**config.mk**
```make
export PLATFORM = sky130hd
export DESIGN_NAME = sd_rom_sector_arbiter
export DESIGN_NICKNAME = d
export VERILOG_FILES = /design/src/rtl/sd_rom_sector_arbiter.sv
export SDC_FILE = /design/constraint.sdc
export NUM_CORES = 1
export LEC_CHECK = 0
export ABC_AREA = 1
export CORE_ASPECT_RATIO = 0.6
export CORE_UTILIZATION = 51
export DETAILED_ROUTE_END_ITERATION = 7
export GPL_TIMING_DRIVEN = 0
export PLACE_DENSITY = 0.87
export SYNTH_ARGS = -nofsm -noshare
export SYNTH_HDL_FRONTEND = slang
export SYNTH_SLANG_ARGS = --single-unit
```
**constraint.sdc**
```tcl
create_clock -name clk -period 5.4 [get_ports clk]
set_input_delay 1.35 -clock clk [delete_from_list [all_inputs] [get_ports clk]]
set_output_delay 1.35 -clock clk [all_outputs]
set_load 0.01 [all_outputs]
```
**src/rtl/sd_rom_sector_arbiter.sv**
```systemverilog
// rtl/sd_rom_sector_arbiter.sv - two-requester arbiter streaming 512-byte sectors from the content ROM
// Optional macro SD_ARB_FIXED_PRIO_EN: requester 0 always wins ties instead of round-robin.
module sd_rom_sector_arbiter #(
  parameter int ADDR_W = 64,
  parameter int SECT_W = 32
) (
  input  logic                   clk,
  input  logic                   rst_n,
  input  logic [1:0]             req_valid,
  input  logic [1:0][SECT_W-1:0] req_sector,
  output logic [1:0]             req_ready,
  output logic [1:0]             rd_valid,
  output logic [7:0]             rd_data,
  output logic                   rd_last,
  output logic                   busy,
  output logic [ADDR_W-1:0]      rom_addr,
  input  logic [7:0]             rom_data
);

  typedef enum logic [1:0] {
    IDLE   = 2'd0,
    STREAM = 2'd1,
    DRAIN  = 2'd2
  } state_t;

  state_t              state;
  logic [8:0]          offset;
  logic [ADDR_W-1:0]   base;
  logic                owner;
  logic                grant;
  logic [ADDR_W-1:0]   sector_base;
  logic [8:0]          next_offset;

`ifndef SD_ARB_FIXED_PRIO_EN
  logic                rr_last;
`endif

  always_comb begin
    grant = 1'b0;
`ifdef SD_ARB_FIXED_PRIO_EN
    grant = ~req_valid[0];
`else
    if (req_valid == 2'b11)
      grant = ~rr_last;
    else
      grant = req_valid[1];
`endif
    req_ready = 2'b00;
    if (state == IDLE && rst_n)
      req_ready[grant] = req_valid[grant];
  end

  // Sector number becomes bits [SECT_W+8:9] of the byte address, zero-extended.
  assign sector_base = {{(ADDR_W-SECT_W-9){1'b0}}, req_sector[grant], 9'b0};
  assign next_offset = offset + 9'd1;
  assign rd_data     = rom_data;

  always_ff @(posedge clk) begin
    if (!rst_n) begin
      state    <= IDLE;
      offset   <= 9'd0;
      base     <= '0;
      owner    <= 1'b0;
      rom_addr <= '0;
      rd_valid <= 2'b00;
      rd_last  <= 1'b0;
      busy     <= 1'b0;
`ifndef SD_ARB_FIXED_PRIO_EN
      rr_last  <= 1'b1;
`endif
    end else begin
      rd_valid <= 2'b00;
      rd_last  <= 1'b0;
      case (state)
        IDLE: begin
          if (|req_ready) begin
            base     <= sector_base;
            owner    <= grant;
            busy     <= 1'b1;
            rom_addr <= sector_base;
            offset   <= 9'd0;
            state    <= STREAM;
`ifndef SD_ARB_FIXED_PRIO_EN
            rr_last  <= grant;
`endif
          end
        end
        STREAM: begin
          // Data for the address issued this cycle returns next cycle, so framing lags by one.
          rd_valid <= owner ? 2'b10 : 2'b01;
          rd_last  <= (offset == 9'd511);
          if (offset == 9'd511) begin
            offset <= 9'd0;
            state  <= DRAIN;
          end else begin
            offset   <= next_offset;
            rom_addr <= base + {{(ADDR_W-9){1'b0}}, next_offset};
          end
        end
        DRAIN: begin
          busy  <= 1'b0;
          state <= IDLE;
        end
        default: state <= IDLE;
      endcase
    end
  end

endmodule

```
# Word level (Yosys, flattened, before mapping)
# Index checks and enable logic that the tools add are counted.
dict set report totals {
  n_memories 0
  register_bits 113
  word_cells 54
  latch_bits 0
  out_inout_bits 78
  mem_bits_ro 0
  mem_bits_rw 0
}
dict set report classes {
  multipliers 0
  add_sub_neg 2
  shift 0
  order_cmp 2
  n_mux 20
  eq_ne 7
  div 0
  n_bitwise 2
  n_reduce_logical 12
}
# operator n
set op_table {}
lappend op_table {{$mux W64} 2}
lappend op_table {{$pmux W64 S2} 1}
lappend op_table {{$mux W32} 2}
lappend op_table {{$add A41 B9 Y42} 1}
lappend op_table {{$mux W9} 2}
lappend op_table {{$pmux W9 S2} 1}
lappend op_table {{$reduce_and A2 Y1} 5}
lappend op_table {{$add A9 B1 Y9 const B} 1}
lappend op_table {{$eq A9 B9 Y1 const B} 1}
lappend op_table {{$mux W2} 4}
lappend op_table {{$mux W1} 5}
lappend op_table {{$eq A2 B2 Y1 const B} 2}
lappend op_table {{$ne A2 B2 Y1 const B} 2}
lappend op_table {{$pmux W2 S2} 1}
lappend op_table {{$reduce_bool A2 Y1} 2}
lappend op_table {{$reduce_and A3 Y1} 1}
lappend op_table {{$and A2 B2 Y2} 1}
lappend op_table {{$eq A2 B1 Y1 const B} 1}
lappend op_table {{$logic_and A1 B1 Y1} 2}
lappend op_table {{$logic_not A2 Y1} 1}
lappend op_table {{$lt A1 B2 Y1 const B} 1}
lappend op_table {{$ne A2 B1 Y1 const B} 1}
lappend op_table {{$pmux W1 S2} 1}
lappend op_table {{$reduce_or A2 Y1} 1}
lappend op_table {{3 further kinds} 3}

# Depth between registers and ports, before layout
# Gate-level depths: netlist of run 1.
dict set report logic_depth {
  word_depth 11
  mapped_depth 12
  ltp_nobuf 11
}

# Worst setup path after synthesis of run 1
# No wires, ideal clock.
dict set report synth_timing {
  path_kind {input -> output}
  startpoint {in req_valid[1]}
  endpoint {out req_ready[1]}
  path_stages 4
  setup_slack_ns 2.058
  t_arrival_ns 1.992
  n_path_buf 2
  required_ns 4.050
  cell_sequence {buf_6 -> clkbuf_1 -> nand3_1 -> inv_1}
}
dict set report synth_via {
  elab_chain_cells 8
  elab_cells_between_ends 11
  cone_classes {order compare: 2; eq/ne: 1; mux: 6; bitwise: 1; reduce/logical: 1}
}
# element line
set synth_rtl {}
lappend synth_rtl {{start, declared} 9} ;# input logic [1:0] req_valid,
lappend synth_rtl {{$eq A2 B2 Y1} 43} ;# if (req_valid == 2'b11)
lappend synth_rtl {{$mux W1} 43}
lappend synth_rtl {{$lt A1 B2 Y1 (implied by the code) / $ge A1 B1 Y1 (equally long branches)} 50} ;# req_ready[grant] = req_valid[grant];
lappend synth_rtl {{$logic_and A1 B1 Y1 (implied by the code)} 50}
lappend synth_rtl {{$mux W1 (implied by the code)} 50}
lappend synth_rtl {{$demux W1 S1} 50}
lappend synth_rtl {{$and A2 B2 Y2 (no source line) *} n/a}
lappend synth_rtl {{$mux W2 *} 49} ;# if (state == IDLE && rst_n)
lappend synth_rtl {{end, declared} 11} ;# output logic [1:0] req_ready,
# Mark *: on every way between the ends. The rest lies on a longest branch, timed or not. The select of a mux whose other input is x is not followed.

# Worst setup path after layout of run 1
dict set report layout_timing {
  startpoint {in req_valid[0]}
  endpoint {out req_ready[1]}
}
# The elaborated chain is that of the path after synthesis.

==> results of run 1 <==
-- worst max-delay path by stage --
stage | startpoint | end | slack, ns | depth (start not counted)
6_report | req_valid[0] | req_ready[1] | 0.56 | 6
4_1_cts | req_valid[0] | req_ready[1] | 0.65 | 6
5_1_grt | req_valid[0] | req_ready[1] | 0.50 | 6
2_1_floorplan | req_valid[1] | req_ready[1] | 2.06 | 4
3_3_place_gp | req_valid[0] | req_ready[1] | 0.68 | 6
3_5_place_dp | req_valid[0] | req_ready[1] | 0.66 | 6
-- cells in the final DEF (no fill, tap or decap), types with 23 or more instances in the layout --
cell type        netlist  final
nand2_1              195    195
clkdlybuf4s50_1        0    121
nand3_1               92     92
dfxtp_1               90     90
inv_1                 68     68
nor2_1                57     57
a21oi_1               41     41
buf_4                 39     39
nand3b_1              35     35
nand4_1               32     32
conb_1                 1     23
-- per-layer routing --
layer  track usage (%)  up-vias
met5                 0        -
met4              10.9        0
met3              5.93       39
met2              48.3      357
met1              43.0     2508
li1                  -     2559
-- sequential cells by signal, summed over array words and instances, names as in the netlist --
signal and cells:
rom_addr 41, base 32, offset 9, rd_valid 2
state 2, busy 1, owner 1, rd_last 1
rr_last 1
-- per-stage QoR --
step | hold slack [ns] | cells
after global placement | 0.430 | 991
final | 0.451 | 1007
after global routing | 0.481 | 1007
after CTS | 0.447 | 1007
after floorplan | 0.413 | 740
after detailed placement | 0.430 | 991
-- cell type report --
cell class / count / area, sq um
Buffer: 82 / 524
Clock buffer: 12 / 256
Clock inverter: 4 / 50.0
Fill cell: 730 / 2590
Inverter: 69 / 259
Multi-Input combinational cell: 499 / 2330
Sequential cell: 90 / 1800
Tap cell: 130 / 163
Timing Repair Buffer: 121 / 1210
-- cell usage after synthesis (6+ instances only) --
cell type / n / share of area (%)
nand3_1: 92 / 9.5
clkbuf_1: 12 / 0.93
nand3b_1: 35 / 5.4
buf_2: 20 / 2.1
buf_6: 6 / 1.4
dfxtp_1: 90 / 37
a21oi_1: 41 / 4.2
nor2_1: 57 / 4.4
buf_4: 39 / 6.1
inv_1: 68 / 5.3
nand2_1: 195 / 15
o21ai_0: 13 / 1.3
nand4_1: 32 / 4.1
-- power by group through the flow --
stage / Combinational [uW] / Sequential, uW / Clock (uW)
2_1_floorplan: 236 / 767 / 0
3_3_place_gp: 416 / 759 / 0
3_5_place_dp: 427 / 761 / 0
4_1_cts: 431 / 747 / 642
5_1_grt: 474 / 753 / 681
6_report: 439 / 749 / 648
-- worst reg2reg max path, cell delays in order, from the launching register on --
cell     delay, ns
dfxtp_1       0.41
ha_1          0.22
nand2_1       0.12
nor2_1        0.23
nand3_1       0.14
nor2_1        0.15
ha_1          0.23
nor2_4        0.09
inv_2         0.14
buf_2         0.28
nand4_1       0.16
nand2_1       0.12
-- cell families after synthesis --
logic type	Yosys count	share of synthesized area, %
compound gates	58	6.50
fa+ha+maj	2	0.518
buf+inv	151	16.2
flops	90	37.3
other cells	1	0.0776
simple gates	416	39.4
==> flow_summary.ini, run 1 <==
[status]
status = complete, no violations

[detailed_routing]
met3_length_microns = 1630
routed_wl_microns = 15300
drt_first_iter_violations = 678
top_layer = met4
firstDrtPassIters = 5
wl_per_cell_microns = 15.2
via_per_inst = 5.43
routed-wl-met2_microns = 6740
drcViolationCount = 0
route.vias.total = 5463
wl_met1_microns = 6670
antenna_left = 0

[sta]
setup_slack_ns = 0.555
tns_ns = 0
setup_viol = 0
finalHoldViolCount = 0
max_freq_mhz = 206
skew_ns = 0.00810
relSlewSlack_pct = 61.4
max_slew.worst_pin.slew_ns = 0.578
maxSlewViolCount = 0
post-route-period-util_pct = 89.7
grt_setup_unrepaired = no
fin_crit_ns = 4.84

[logic_synthesis]
synth_ff_type = dfxtp_1
synth-seq-area-share_pct = 37.3
synth_enable_flop_cells = 0
ys_warn_count = 0
synthArstFlopShare_pct = 0
syn_inst = 718
synth_seq_cells = 90
syn_avg_cell_area_sq_um = 6.73
synth.distinct_cells = 23
synthesis.area_sq_um = 4830

[final_layout]
design_area_sq_um = 6600
drive_gt1_share_pct = 9.81
final_util_pct = 71.8
num_antenna_cells = 0
area_delta_synth_final_pct = 36.5
nets = 950

[critical_path]
reg2reg_slack_ns = 3.08
arrival_ns = 3.49
path_common_cell = clkdlybuf4s50_1
rr_endpoint = rom_addr[17]
crit_fanout = 10
critPathRequiredTime_ns = 4.05
slowest_delay_ns = 0.54
cp_cell_sequence = clkdlybuf4s50_1, nand2_2, clkbuf_1, nand3_1, inv_1, clkdlybuf4s50_1
cp_slowest_cell = clkdlybuf4s50_1
cp.buffers_inverters = 4
crit_path_start_kind = input port
path_class = input port to output pin
path_delay_family = buffers and inverters
reg2reg_depth = 11
end_kind = output pin
worstReg2RegStart = offset[1]

[power_and_ir_drop]
leakagePower_uw = 0.00312
power_frac_clock_pct = 35.3
p_comb_share_pct = 23.9
p_total_uw = 1840
pwr-share-seq_pct = 40.8
powerDensity_nw_per_um2 = 278
p_switching_uw = 536
ir_worst_vdd_v = 0.000178
intPower_uw = 1300
swShare_pct = 29.2

[clock_network]
clock-sinks = 90
clkTransAtPathRegs_ns = 0.06
worstSkewPairLatency_ns = 0.34
numCtsBuffers = 9
htree_levels = 3
cts_setup_buffers = 0
cts-hold-fix-buffers = 0
cts_tree = built
cts_root_buf = clkbuf_16
post_cts_resized = 0
clk_path_buf_depth = 2

[placement]
placed_area_sq_um = 6290
gp_congestion = 1.00
dp_hpwl_microns = 11300
io_buffers = 121
pre_cts_slack_ns = 0.657

[die]
num_rows = 27
coreArea_sq_um = 9190
die_height_microns = 77.4
dieArea_sq_um = 9880
initial_core_util_pct = 52.6
die_w_microns = 128
pin_count = 154

[job]
max_cap_viol_count = 0

[global_route]
antenna_found_initial = 0
grt_max_degree = 15
grt_pass1_wl_microns = 24100
grt-ovfl-total = 0
grt_pass1_vias = 5046
grt.total_usage_pct = 31.0

[hold_path]
worstHoldStart = owner
hp-class = flop to flop
whs_endpoint = rd_valid[0]
hold_depth = 1
(Power assumes the default switching activity.)
==> run 2: changes to the inputs <==
Settings changed: TNS_END_PERCENT from default to 10.
==> results of run 2 <==
No change in the layout: final DEF, timing and power equal those of run 1.
